**src/rtl/key_debouncer_pkg.sv**
```systemverilog
// Shared types and elaboration helpers for the key debouncer.
// Holds the per-channel FSM state encoding and the counter-width calculation.
package key_debouncer_pkg;

    typedef enum logic [2:0] {
        IDLE         = 3'd0,
        PRESS_WAIT   = 3'd1,
        HELD         = 3'd2,
        REPEAT       = 3'd3,
        RELEASE_WAIT = 3'd4
    } key_state_t;

    function automatic int max_of3(input int a, input int b, input int c);
        int m;
        m = a;
        if (b > m) m = b;
        if (c > m) m = c;
        return m;
    endfunction

    // A counter only ever holds 0..max_count-1; keep at least one bit.
    function automatic int counter_width(input int max_count);
        return (max_count > 1) ? $clog2(max_count) : 1;
    endfunction

endpackage

```
**src/rtl/key_debounce_channel.sv**
```systemverilog
// One key channel: 2-flop synchronizer, debounce/autorepeat FSM, registered strobes.
// The raw key is active-low; every output is active-high and registered.
module key_debounce_channel
    import key_debouncer_pkg::*;
#(
    parameter int DEBOUNCE_CYCLES     = 500000,
    parameter int REPEAT_DELAY_CYCLES = 25000000,
    parameter int REPEAT_RATE_CYCLES  = 5000000
) (
    input  logic clk,
    input  logic reset,
    input  logic key,
    output logic pressed,
    output logic press_pulse,
    output logic release_pulse,
    output logic repeat_pulse
);

    localparam int CNT_W = counter_width(max_of3(DEBOUNCE_CYCLES, REPEAT_DELAY_CYCLES,
                                                 REPEAT_RATE_CYCLES));
    localparam logic [CNT_W-1:0] DB_LAST    = CNT_W'(DEBOUNCE_CYCLES - 1);
    localparam logic [CNT_W-1:0] DELAY_LAST = CNT_W'(REPEAT_DELAY_CYCLES - 1);
    localparam logic [CNT_W-1:0] RATE_LAST  = CNT_W'(REPEAT_RATE_CYCLES - 1);

    logic [1:0]       sync_reg;
    key_state_t       state_reg, state_next;
    logic [CNT_W-1:0] db_cnt_reg, db_cnt_next;
    logic [CNT_W-1:0] rp_cnt_reg, rp_cnt_next;
    logic             pressed_next, press_next, release_next, repeat_next;
    logic             key_low;

    // Synchronizer resets to "released" so a held key is re-debounced after reset.
    assign key_low = ~sync_reg[1];

    always_ff @(posedge clk or posedge reset) begin
        if (reset) begin
            sync_reg      <= 2'b11;
            state_reg     <= IDLE;
            db_cnt_reg    <= '0;
            rp_cnt_reg    <= '0;
            pressed       <= 1'b0;
            press_pulse   <= 1'b0;
            release_pulse <= 1'b0;
            repeat_pulse  <= 1'b0;
        end else begin
            sync_reg      <= {sync_reg[0], key};
            state_reg     <= state_next;
            db_cnt_reg    <= db_cnt_next;
            rp_cnt_reg    <= rp_cnt_next;
            pressed       <= pressed_next;
            press_pulse   <= press_next;
            release_pulse <= release_next;
            repeat_pulse  <= repeat_next;
        end
    end

    always_comb begin
        state_next   = state_reg;
        db_cnt_next  = db_cnt_reg;
        rp_cnt_next  = rp_cnt_reg;
        pressed_next = pressed;
        press_next   = 1'b0;
        release_next = 1'b0;
        repeat_next  = 1'b0;

        unique case (state_reg)
            IDLE: begin
                if (key_low) begin
                    state_next  = PRESS_WAIT;
                    db_cnt_next = '0;
                end
            end
            PRESS_WAIT: begin
                if (!key_low) begin
                    state_next = IDLE;
                end else if (db_cnt_reg == DB_LAST) begin
                    state_next   = HELD;
                    rp_cnt_next  = '0;
                    press_next   = 1'b1;
                    pressed_next = 1'b1;
                end else begin
                    db_cnt_next = db_cnt_reg + 1'b1;
                end
            end
            HELD, REPEAT: begin
                // Same counter serves the initial delay (HELD) and the repeat period.
                if (!key_low) begin
                    state_next  = RELEASE_WAIT;
                    db_cnt_next = '0;
                end else if (rp_cnt_reg == ((state_reg == HELD) ? DELAY_LAST : RATE_LAST)) begin
                    state_next  = REPEAT;
                    rp_cnt_next = '0;
                    repeat_next = 1'b1;
                end else begin
                    rp_cnt_next = rp_cnt_reg + 1'b1;
                end
            end
            RELEASE_WAIT: begin
                if (key_low) begin
                    state_next  = HELD;
                    rp_cnt_next = '0;
                end else if (db_cnt_reg == DB_LAST) begin
                    state_next   = IDLE;
                    release_next = 1'b1;
                    pressed_next = 1'b0;
                end else begin
                    db_cnt_next = db_cnt_reg + 1'b1;
                end
            end
            default: state_next = IDLE;
        endcase
    end

endmodule

```
**src/rtl/key_debouncer.sv**
```systemverilog
// Multi-key debouncer with autorepeat: NUM_KEYS fully independent channels.
// Keys are raw active-low push-buttons; outputs are registered active-high levels/strobes.
module key_debouncer
    import key_debouncer_pkg::*;
#(
    parameter int NUM_KEYS            = 2,
    parameter int DEBOUNCE_CYCLES     = 500000,
    parameter int REPEAT_DELAY_CYCLES = 25000000,
    parameter int REPEAT_RATE_CYCLES  = 5000000
) (
    input  logic                clk,
    input  logic                reset,
    input  logic [NUM_KEYS-1:0] key,
    output logic [NUM_KEYS-1:0] pressed,
    output logic [NUM_KEYS-1:0] press_pulse,
    output logic [NUM_KEYS-1:0] release_pulse,
    output logic [NUM_KEYS-1:0] repeat_pulse
);

    if (NUM_KEYS < 1) begin : g_bad_num_keys
        $fatal(1, "key_debouncer: NUM_KEYS must be >= 1");
    end
    if (max_of3(DEBOUNCE_CYCLES, REPEAT_DELAY_CYCLES, REPEAT_RATE_CYCLES) < 1 ||
        DEBOUNCE_CYCLES < 1 || REPEAT_DELAY_CYCLES < 1 || REPEAT_RATE_CYCLES < 1) begin : g_bad_cycles
        $fatal(1, "key_debouncer: all cycle parameters must be >= 1");
    end

    for (genvar gi = 0; gi < NUM_KEYS; gi++) begin : g_chan
        key_debounce_channel #(
            .DEBOUNCE_CYCLES     (DEBOUNCE_CYCLES),
            .REPEAT_DELAY_CYCLES (REPEAT_DELAY_CYCLES),
            .REPEAT_RATE_CYCLES  (REPEAT_RATE_CYCLES)
        ) u_chan (
            .clk           (clk),
            .reset         (reset),
            .key           (key[gi]),
            .pressed       (pressed[gi]),
            .press_pulse   (press_pulse[gi]),
            .release_pulse (release_pulse[gi]),
            .repeat_pulse  (repeat_pulse[gi])
        );
    end

endmodule

```
**config.mk**
```make
export PLATFORM = sky130hd
export DESIGN_NAME = key_debouncer
export DESIGN_NICKNAME = d
export VERILOG_FILES = /design/src/rtl/key_debouncer_pkg.sv /design/src/rtl/key_debounce_channel.sv /design/src/rtl/key_debouncer.sv
export SDC_FILE = /design/constraint.sdc
export NUM_CORES = 1
export LEC_CHECK = 0
export CORE_MARGIN = 5
export CORE_UTILIZATION = 55
export CTS_CLUSTER_SIZE = 24
export DETAILED_ROUTE_END_ITERATION = 6
export DONT_BUFFER_PORTS = 1
export HOLD_SLACK_MARGIN = 0.15
export PLACE_DENSITY = 0.74
export REMOVE_ABC_BUFFERS = 1
export SETUP_SLACK_MARGIN = 0.5
export SYNTH_ARGS = -nofsm -noshare
export SYNTH_HDL_FRONTEND = slang
export SYNTH_HIERARCHICAL = 1
export SYNTH_SLANG_ARGS = --single-unit
export TNS_END_PERCENT = 30
```
**constraint.sdc**
```tcl
create_clock -name clk -period 2.8 [get_ports clk]
set_input_delay 0.28 -clock clk [delete_from_list [all_inputs] [get_ports clk]]
set_output_delay 0.28 -clock clk [all_outputs]
set_load 0.02 [all_outputs]
```
==> results.md <==
* P&R area growth vs syn at 16.1%
* Area leader, netlist: dfrtp_1
* IO buf count at 0
* Cell Rows at 39
* RSZ-0062 raised after global routing: yes
* Post-synth ARST share at 100%
* Core Util, Final at 65.6%
* DRC at 0
* Relative slew slack at 31.3%
* Final Cell Area at 0.00755 mm2
* Layout Cells excl Fill at 880
* Ys Warns at 6
* Clock sink count at 118
* Post-DP HPWL at 9.62 mm
* Top-area cell type share of the netlist area at 43.9%
* Predominant post-synthesis flop cell: dfrtp_1
* Clock Path Buffers at 2
* Gpl congestion at 0.892
* Gr ovfl total at 0
* Startpoint types: register
* Inst Count DP at 837
* Register area share after synthesis at 45.5%
* Max Fclk at 433 MHz
* Largest net degree at the start of global routing at 51
* Chip width at 119 um
* WP data arrival at 2.66 ns
* Peak supply drop at 0.534 mV
* Total negative slack at 0 ns
* Final Critical Period at 2.31 ns
* Worst Path Max Fanout at 8
* Mapped Area at 0.00650 mm2
* Initial antenna violation count at 1
* Setup crit end kind: register
* Clk_lat worst skew at 0.43 ns
* Starting Density at 56.5%
* CTS H-tree depth at 4
* Number of global-route vias before repair at 5471
* Register bit total from synthesis at 118
* Skew final at 0.0114 ns
* Status: finished clean
* Power per cell area at 728 mW/mm2
* CTS tree: done
* Post-DRT Antenna Nets at 0
* Die area at 0.0141 mm2
* Instance count of the mapped netlist at 706
* Synth top area cells: dfrtp_1 44%, xnor2_1 4.8%, nor2_1 4.4%, a21oi_1 3.5%, nand2_1 3.5%
* Core area at 0.0115 mm2
* Post-DP Area at 0.00667 mm2
* Multi-input gate area at 0.00347 mm2
* Most common cell in the synthesized netlist: dfrtp_1
* Wire per inst at 17.0 um
* Final Hold Fails at 0
* Met3 usage at 6.26%
* Max_cap viols at 0
* CP required at 3.15 ns
* Reg clk slew, reported paths at 0.05 ns
* Synth cell count leaders: 114 x dfrtp_1, 76 x nor2_1, 60 x nand2_1, 46 x a21oi_1, 42 x nand3_1
* Final nets at 731
* Crit path kind: register to register
* Vias at 5697
* Setup violations, final at 0
* Max-slew violation count at 0
* Fin crit share at 82.5%
* Met2 Track Usage GR at 35.8%
* Post-synth EDFFs at 0
* Average size of a mapped cell at 9.21 um2
* Total GRT Usage at 22.1%
* First-pass iteration count of the detailed router at 7
* Most Crowded Layer GR: met2
* Die Ht at 119 um
* Least-Margin Pin Slew at 1.03 ns
* Register Area at 0.00297 mm2
* Clock Tree Root: clkbuf_16
* LEAKAGE at 3.11 nW
* First-pass GRT wire length at 25.8 mm
* Fillcell total at 870
* Routed wire length at 14.9 mm
* Worst hold-check path type: register to register
* IO Count at 12
* Grt met1 use at 28.1%
* Vias per cell at 6.47
* Synth unique cells at 53
* Starting DRT DRC Count at 616
* Share of layout cells above drive strength 1 at 14.3%
* Num CTS Buffers at 17
## worst max-delay path, stage by stage, from the launching register on
cell	delay (ns)
dfrtp_2	0.44
nor4_4	0.32
nand4_1	0.26
o21ai_4	0.26
buf_6	0.13
nand4_4	0.13
or4_4	0.58
a21oi_2	0.12
## report_power, final
part / internal, mW / switching (mW)
registers: 1.79 / 0.154
logic: 0.373 / 0.738
clock network: 1.65 / 0.791
total: 3.81 / 1.68
## cells in the final DEF, fill, tap and decap left out, types with 5 or more instances in the layout
master / n
and4_1: 6
a21boi_0: 6
dfrtp_2: 6
inv_1: 7
dfrtp_1: 108
a21oi_2: 6
and3_1: 18
nor2_1: 75
a21oi_1: 44
a22o_1: 12
o21ai_0: 36
clkbuf_16: 17
xor2_1: 12
nand4_1: 32
o31ai_1: 13
xnor2_1: 36
nor3_1: 12
buf_4: 21
a21o_1: 8
and2_1: 8
bufinv_16: 5
nand2_1: 58
nand3_1: 42
or3_1: 24
a211oi_1: 12
a2bb2oi_1: 6
a41o_1: 6
nor4_1: 9
## final cells by class
| cell class | instances | share of cell area (%) |
|---|---|---|
| sequential | 118 | 39.3 |
| clock inverter | 11 | 2.59 |
| timing repair buffer | 28 | 3.00 |
| inverter | 10 | 0.497 |
| tap | 143 | 2.37 |
| multi-input combinational | 548 | 46.0 |
| clock buffer | 21 | 6.23 |
| antenna | 1 | 0.0331 |
## what timing repair did
| action | in CTS | in global routing |
|---|---|---|
| buffers inserted | 0 | 6 |
| gates cloned | 0 | 1 |
| resized for setup | 2 | 31 |
| setup endpoints to repair | 20 | 56 |
| pin swaps | 0 | 8 |
| hold buffers | 3 | 0 |
| hold endpoints to repair | 93 | 0 |
## logic make-up after synthesis
group           share of synthesized area (%)
compound gates                           17.1
xor+xnor                                 6.46
fa+ha+maj                               0.770
buf+inv                                  2.81
flops                                    45.5
simple gates                             27.4
## metrics by stage
| step | power [mW] | hold WS [ns] | worst slack, ns |
|---|---|---|---|
| floorplan | 2.59 | 0.284 | 0.227 |
| global placement | 2.93 | 0.285 | 0.489 |
| detailed placement | 2.97 | 0.285 | 0.400 |
| CTS | 5.43 | 0.355 | 0.467 |
| global route | 5.76 | 0.356 | 0.385 |
| finish | 5.50 | 0.354 | 0.489 |
## routing by layer
metal / part of all wire, % / vias to the layer above / wire (um)
li1: - / 2645 / -
met1: 43 / 2794 / 6380
met2: 49 / 214 / 7330
met3: 6.1 / 44 / 907
met4: 2.2 / 0 / 326
met5: 0 / - / 0
## path summary, 6_finish.rpt
path	startpoint	slack [ns]	cells after the start	endpoint
worst min-delay path	g_chan[0].u_chan/sync_reg[0]	0.35	0	g_chan[0].u_chan/sync_reg[1]
min in group asynchronous	reset	0.58	2	g_chan[1].u_chan/db_cnt_reg[7]
max in group asynchronous	reset	1.45	3	g_chan[0].u_chan/rp_cnt_reg[0]
worst min register to register	g_chan[0].u_chan/sync_reg[0]	0.35	0	g_chan[0].u_chan/sync_reg[1]
worst max register to register	g_chan[1].u_chan/db_cnt_reg[9]	0.49	7	g_chan[1].u_chan/rp_cnt_reg[16]
worst max-delay path	g_chan[1].u_chan/db_cnt_reg[9]	0.49	7	g_chan[1].u_chan/rp_cnt_reg[16]
Power figures use the tool's default switching activity.
